===== config.mk =====
export PLATFORM = sky130hd
export DESIGN_NAME = gpio_bank_mm
export DESIGN_NICKNAME = d
export VERILOG_FILES = /design/src/rtl/gpio_pkg.sv /design/src/rtl/gpio_channel.sv /design/src/rtl/gpio_bank_mm.sv
export SDC_FILE = /design/constraint.sdc
export NUM_CORES = 1
export LEC_CHECK = 0
export CAP_MARGIN = 20
export CORE_MARGIN = 4
export CORE_UTILIZATION = 32
export CTS_CLUSTER_SIZE = 30
export DETAILED_ROUTE_END_ITERATION = 8
export PLACE_DENSITY_LB_ADDON = 0.12
export SETUP_SLACK_MARGIN = 0.2
export SYNTH_ARGS = -nofsm -noshare
export SYNTH_HDL_FRONTEND = slang
export SYNTH_SLANG_ARGS = --single-unit
export TNS_END_PERCENT = 50

===== constraint.sdc =====
create_clock -name clk -period 3.45 [get_ports clk]
set_input_delay 0.8625 -clock clk [delete_from_list [all_inputs] [get_ports clk]]
set_output_delay 0.8625 -clock clk [all_outputs]
set_load 0.01 [all_outputs]

===== src/rtl/gpio_pkg.sv =====
// Shared register map for the memory-mapped GPIO bank: per-channel offsets,
// channel stride and address-split helpers.
package gpio_pkg;

  localparam logic [4:0] GPIO_OUT_OFS  = 5'h00;
  localparam logic [4:0] GPIO_IN_OFS   = 5'h04;
  localparam logic [4:0] GPIO_IE_OFS   = 5'h08;
  localparam logic [4:0] GPIO_RISE_OFS = 5'h0C;
  localparam logic [4:0] GPIO_FALL_OFS = 5'h10;
  localparam logic [4:0] GPIO_PEND_OFS = 5'h14;

  localparam logic [7:0] CH_STRIDE = 8'h20;

  typedef enum logic [4:0] {
    REG_OUT  = GPIO_OUT_OFS,
    REG_IN   = GPIO_IN_OFS,
    REG_IE   = GPIO_IE_OFS,
    REG_RISE = GPIO_RISE_OFS,
    REG_FALL = GPIO_FALL_OFS,
    REG_PEND = GPIO_PEND_OFS
  } gpio_reg_e;

  // Channel number of a byte address; 8 channels fill the 8-bit window.
  function automatic logic [2:0] chIndex(input logic [7:0] a);
    return 3'(a / CH_STRIDE);
  endfunction

  // Word-aligned register offset within a channel.
  function automatic logic [4:0] regOffset(input logic [7:0] a);
    return {a[4:2], 2'b00};
  endfunction

endpackage


===== src/rtl/gpio_channel.sv =====
// One GPIO channel: 2-flop synchroniser, optional debounce (GPIO_DEBOUNCE_EN),
// edge detection, OUT/IE/RISE_EN/FALL_EN registers and sticky W1C pending bits.
module gpio_channel
  import gpio_pkg::*;
#(
  parameter int WIDTH     = 8,
  parameter int DB_CYCLES = 16
) (
  input  logic             clk,
  input  logic             rst,
  input  logic [WIDTH-1:0] pin,
  input  logic             wrEn,
  input  logic [4:0]       regOfs,
  input  logic [WIDTH-1:0] wd,
  output logic [WIDTH-1:0] rdData,
  output logic [WIDTH-1:0] outReg,
  output logic             irqReq
);

  logic [WIDTH-1:0] s1, s2, f, prev;
  logic [WIDTH-1:0] ie, riseEn, fallEn, pend;
  logic [WIDTH-1:0] setBits, clrBits;

  // NOTE: sequential state uses <= so every flop samples pre-edge values.
  always_ff @(posedge clk or negedge rst) begin
    if (!rst) begin
      s1   <= '0;
      s2   <= '0;
      prev <= '0;
    end else begin
      s1   <= pin;
      s2   <= s1;
      prev <= f;
    end
  end

`ifdef GPIO_DEBOUNCE_EN
  localparam int CW = $clog2(DB_CYCLES + 1);

  logic [CW-1:0] dbCnt [WIDTH];

  // f follows s2 only once s2 has disagreed with it for DB_CYCLES edges in a row.
  // NOTE: the counter array is reset like any other flop; it is state, not storage.
  always_ff @(posedge clk or negedge rst) begin
    if (!rst) begin
      f <= '0;
      for (int i = 0; i < WIDTH; i++) dbCnt[i] <= '0;
    end else begin
      for (int i = 0; i < WIDTH; i++) begin
        if (s2[i] == f[i]) begin
          dbCnt[i] <= '0;
        end else if (dbCnt[i] == CW'(DB_CYCLES - 1)) begin
          f[i]     <= s2[i];
          dbCnt[i] <= '0;
        end else begin
          dbCnt[i] <= dbCnt[i] + CW'(1);
        end
      end
    end
  end
`else
  localparam int unusedDbCycles = DB_CYCLES;

  assign f = s2;
`endif

  // NOTE: every always_comb output gets a default first so no latch is inferred.
  always_comb begin
    setBits = ((f & ~prev) & riseEn) | ((~f & prev) & fallEn);
    clrBits = '0;
    if (wrEn && regOfs == REG_PEND) clrBits = wd;
  end

  always_ff @(posedge clk or negedge rst) begin
    if (!rst) begin
      outReg <= '0;
      ie     <= '0;
      riseEn <= '0;
      fallEn <= '0;
    end else if (wrEn) begin
      case (regOfs)
        REG_OUT:  outReg <= wd;
        REG_IE:   ie     <= wd;
        REG_RISE: riseEn <= wd;
        REG_FALL: fallEn <= wd;
        default:  ;
      endcase
    end
  end

  // A new edge in the same cycle as a W1C write keeps its bit set.
  always_ff @(posedge clk or negedge rst) begin
    if (!rst) pend <= '0;
    else      pend <= (pend & ~clrBits) | setBits;
  end

  always_comb begin
    rdData = '0;
    case (regOfs)
      REG_OUT:  rdData = outReg;
      REG_IN:   rdData = f;
      REG_IE:   rdData = ie;
      REG_RISE: rdData = riseEn;
      REG_FALL: rdData = fallEn;
      REG_PEND: rdData = pend;
      default:  rdData = '0;
    endcase
  end

  assign irqReq = |(pend & ie);

endmodule


===== src/rtl/gpio_bank_mm.sv =====
// Memory-mapped bank of CHANNELS GPIO channels with one registered level interrupt.
// Optional input debounce is enabled by defining GPIO_DEBOUNCE_EN.
module gpio_bank_mm
  import gpio_pkg::*;
#(
  parameter int WIDTH     = 8,
  parameter int CHANNELS  = 2,
  parameter int DB_CYCLES = 16
) (
  input  logic                      clk,
  input  logic                      rst,
  input  logic                      sel,
  input  logic                      we,
  input  logic [7:0]                addr,
  input  logic [31:0]               wd,
  output logic [31:0]               rd,
  input  logic [CHANNELS*WIDTH-1:0] gpio_in,
  output logic [CHANNELS*WIDTH-1:0] gpio_out,
  output logic                      irq
);

  logic [2:0]          chSel;
  logic [4:0]          regOfs;
  logic [WIDTH-1:0]    chRd [CHANNELS];
  logic [CHANNELS-1:0] irqVec;
  logic [WIDTH-1:0]    rdMux;
  logic [31:0]         unusedWd;
  logic [1:0]          unusedAddr;

  assign chSel      = chIndex(addr);
  assign regOfs     = regOffset(addr);
  assign unusedWd   = wd;
  assign unusedAddr = addr[1:0];

  for (genvar c = 0; c < CHANNELS; c++) begin : gCh
    gpio_channel #(
      .WIDTH     (WIDTH),
      .DB_CYCLES (DB_CYCLES)
    ) uCh (
      .clk    (clk),
      .rst    (rst),
      .pin    (gpio_in[c*WIDTH +: WIDTH]),
      .wrEn   (sel && we && chSel == 3'(c)),
      .regOfs (regOfs),
      .wd     (wd[WIDTH-1:0]),
      .rdData (chRd[c]),
      .outReg (gpio_out[c*WIDTH +: WIDTH]),
      .irqReq (irqVec[c])
    );
  end

  // Channels beyond CHANNELS never match, so their window reads as zero.
  always_comb begin
    rdMux = '0;
    for (int c = 0; c < CHANNELS; c++) begin
      if (sel && chSel == 3'(c)) rdMux = chRd[c];
    end
    rd = 32'(rdMux);
  end

  always_ff @(posedge clk or negedge rst) begin
    if (!rst) irq <= 1'b0;
    else      irq <= |irqVec;
  end

endmodule


==> summary.md <==
| Metric | Value |
|---|---|
| DP HPWL | `~10000 microns` |
| Commonest non-fill, non-tap cell in the layout | `dfrtp_1` |
| Final slew viol count | `0` |
| Share of layout cells above drive strength 1 | `0.355` |
| Synth warnings | `0` |
| # DRC | `0` |
| Hold path startpoint | `gCh[0].uCh.s1[2]` |
| Initial Util | `0.329` |
| Pwr Total | `~4.2 mW` |
| Worst r2r path cells | `3` |
| Max cap viols | `0` |
| Kind of critical path | `in -> out` |
| Synthesized flop and latch total | `~130` |
| Antenna violations before repair | `0` |
| TritonRoute pass-1 iters | `7` |
| Max_slew headroom | `0.559` |
| Detail Route Antenna Nets | `0` |
| CTS clk-pin slew, worst paths | `around 50 ps` |
| Gr usage total | `0.156` |
| Endpoints failing hold | `0` |
| Final Wtd Congestion | `approximately 0.8` |
| Leading area contributor after synthesis | `dfrtp_1` |
| CP arrival | `roughly 2400 ps` |
| Layout Nets | `about 600` |
| Final Cycle Share | `0.939` |
| Setup TNS | `0 ps` |
| RSZ-0062 raised after global routing | `yes` |
| I/O pins | `109` |
| Leak | `~3.4 nW` |
| CTS root buf | `clkbuf_16` |
| Vias in the first global route | `about 3900` |
| Drt first-iter violations | `around 200` |
| Yosys cell types | `between 40 and 50` |
| Worst Skew | `around 6.7 ps` |
| Vias | `around 3800` |
| Seq/Total Area, Yosys | `0.561` |
| Worst-margin pin slew | `661 ps` |
| Final core utilization | `0.437` |
| DR vias/cell | `between 4 and 5` |
| Syn avg cell area | `13.1 sq um` |
| Crit path time final | `roughly 3200 ps` |
| Hold Buf Count CTS | `0` |
| Max Buffers Root-to-Sink | `2` |
| Die area | `0.0202 sq mm` |
| Post-Route WL | `around 15000 microns` |
| Netlist Area Pre-Place | `0.00576 sq mm` |
| WL/cell | `around 19 microns` |
| Critical Path RT | `roughly 2600 ps` |
| Outcome | `finished clean` |
| H-tree depth | `4` |
| Crit path capture type | `output pin` |
| Worst Setup Start Kind | `primary input` |
| Die width | `142 microns` |
| Dpl ws | `-583 ps` |
| PD cells | `approximately 550 mW/mm^2` |
| Reg-to-Reg End | `irq` |
| Clock latency on the worst-skew pair | `between 400 and 500 ps` |
| Worst hold path type | `reg -> reg` |
| PortBufs | `a little under 60` |
| Post-synthesis cell count | `441` |
| R2r startpoint | `gCh[0].uCh.pend[1]` |
| Critical-path maximum fanout | `4` |
| Peak supply drop | `~430 uV` |
| Hold EP | `gCh[0].uCh.f[2]` |
| Total congestion overflow | `0` |
| CTS sink count | `129` |
| First-pass GRT wire length | `23400 microns` |
| Synth area leaders | `dfrtp_1 (56%), mux2_2 (14%), buf_4 (4.0%), mux2i_1 (3.0%), nand3b_1 (2.5%)` |
| N_diodes | `0` |
| Largest net degree at the start of global routing | `68` |
| Worst Hold Path Cells | `0` |
| CTS buffer count | `17` |
| Top cell type's share of synthesized area | `0.561` |
| Max Fclk | `0.309 GHz` |
| Endpoints failing setup | `0` |
| Die Ht | `approximately 140 microns` |
| Layout area overhead | `32.6%` |
| Worst setup margin | `between 200 and 250 ps` |
| Worst setup path startpoint | `sel` |
| CTS tree | `done` |
| Hold Slack | `346 ps` |
| R2R setup slack | `~2100 ps` |
| FP Rows | `between 40 and 50` |
| Core area | `about 0.017 sq mm` |
| Most frequent cells in the layout | `dfrtp_1 (129), mux2_2 (70), clkdlybuf4s50_1 (43), buf_4 (38), nand2_1 (27)` |
## layer usage
metal	vias up	wire, microns	track usage
met5	-	0	0
met4	0	201	0.0545
met3	15	822	0.0430
met2	88	7030	0.238
met1	1927	6790	0.214
li1	1773	-	-
## worst max path at each step
stage | to | slack, ps
final | rd[3] | 210
after global routing | rd[1] | 180
after CTS | rd[0] | 160
after detailed placement | rd[0] | -580
after global placement | rd[0] | -580
after floorplan | rd[1] | 620
## timing repair
| action | CTS | global route |
|---|---|---|
| setup endpoints to repair | 8 | 8 |
| setup buffers | 3 | 0 |
| pin swaps | 7 | 4 |
| gates resized for setup | 66 | 19 |
## critical path, cell delays in order
cell and delay [ps]:
clkdlybuf4s50_1 470, or4b_4 550, buf_6 180, o221ai_2 150, buf_2 160
## area by class of cell
class                   count  area [sq um]
flip-flops and latches    129          3230
inverters                  11          41.3
repair buffers            108           996
clock inverters             9           180
clock buffers              23           458
well taps                 225           282
multi-input cells         275          2450
fillers                  1626          9840
## through the flow
step	cell area [sq um]	std cells
CTS	7530	780
detailed placement	6760	745
global route	7640	780
global placement	6760	745
floorplan	5840	464
finish	7640	780
## Yosys cell counts, drive strengths merged
master and number:
dfrtp 129, mux2 73, buf 48, nand2 29, o21ai 21, nand3b 19
mux2i 17, inv 11, nor2 10, a221oi 9, a21o 8, o211ai 8
a21oi 6, mux4 6, nand3 5, a22o 4, nand2b 4, nor3 4
o22ai 4, a222oi 3, o221ai 3, a211oi 2, a311oi 2, nor2b 2
o32ai 2, a221o 1, a31oi 1, and2 1, and4 1, and4bb 1
clkbuf 1, conb 1, nand4 1, nand4b 1, nand4bb 1, o2bb2ai 1
or4b 1
## registers in the layout (all words and copies together) (netlist names)
register	flops
gCh.uCh.ie	16
gCh.uCh.f	16
irq	1
gCh.uCh.pend	16
gCh.uCh.fallEn	16
gCh.uCh.prev	16
gCh.uCh.s1	16
gCh.uCh.riseEn	16
gCh.uCh.outReg	16
## report_power, final
group | total, mW | switching [mW] | internal [mW]
clock | 1.96 | 0.656 | 1.30
combinational | 0.495 | 0.225 | 0.269
sequential | 1.77 | 0.115 | 1.66
total | 4.22 | 0.996 | 3.23
## cell families after synthesis
logic type      share of synthesized area
mux                                 0.196
simple gates                       0.0885
compound gates                     0.0913
buf+inv                            0.0630
flops                               0.561
other cells                      0.000651
(Power assumes the default switching activity.)
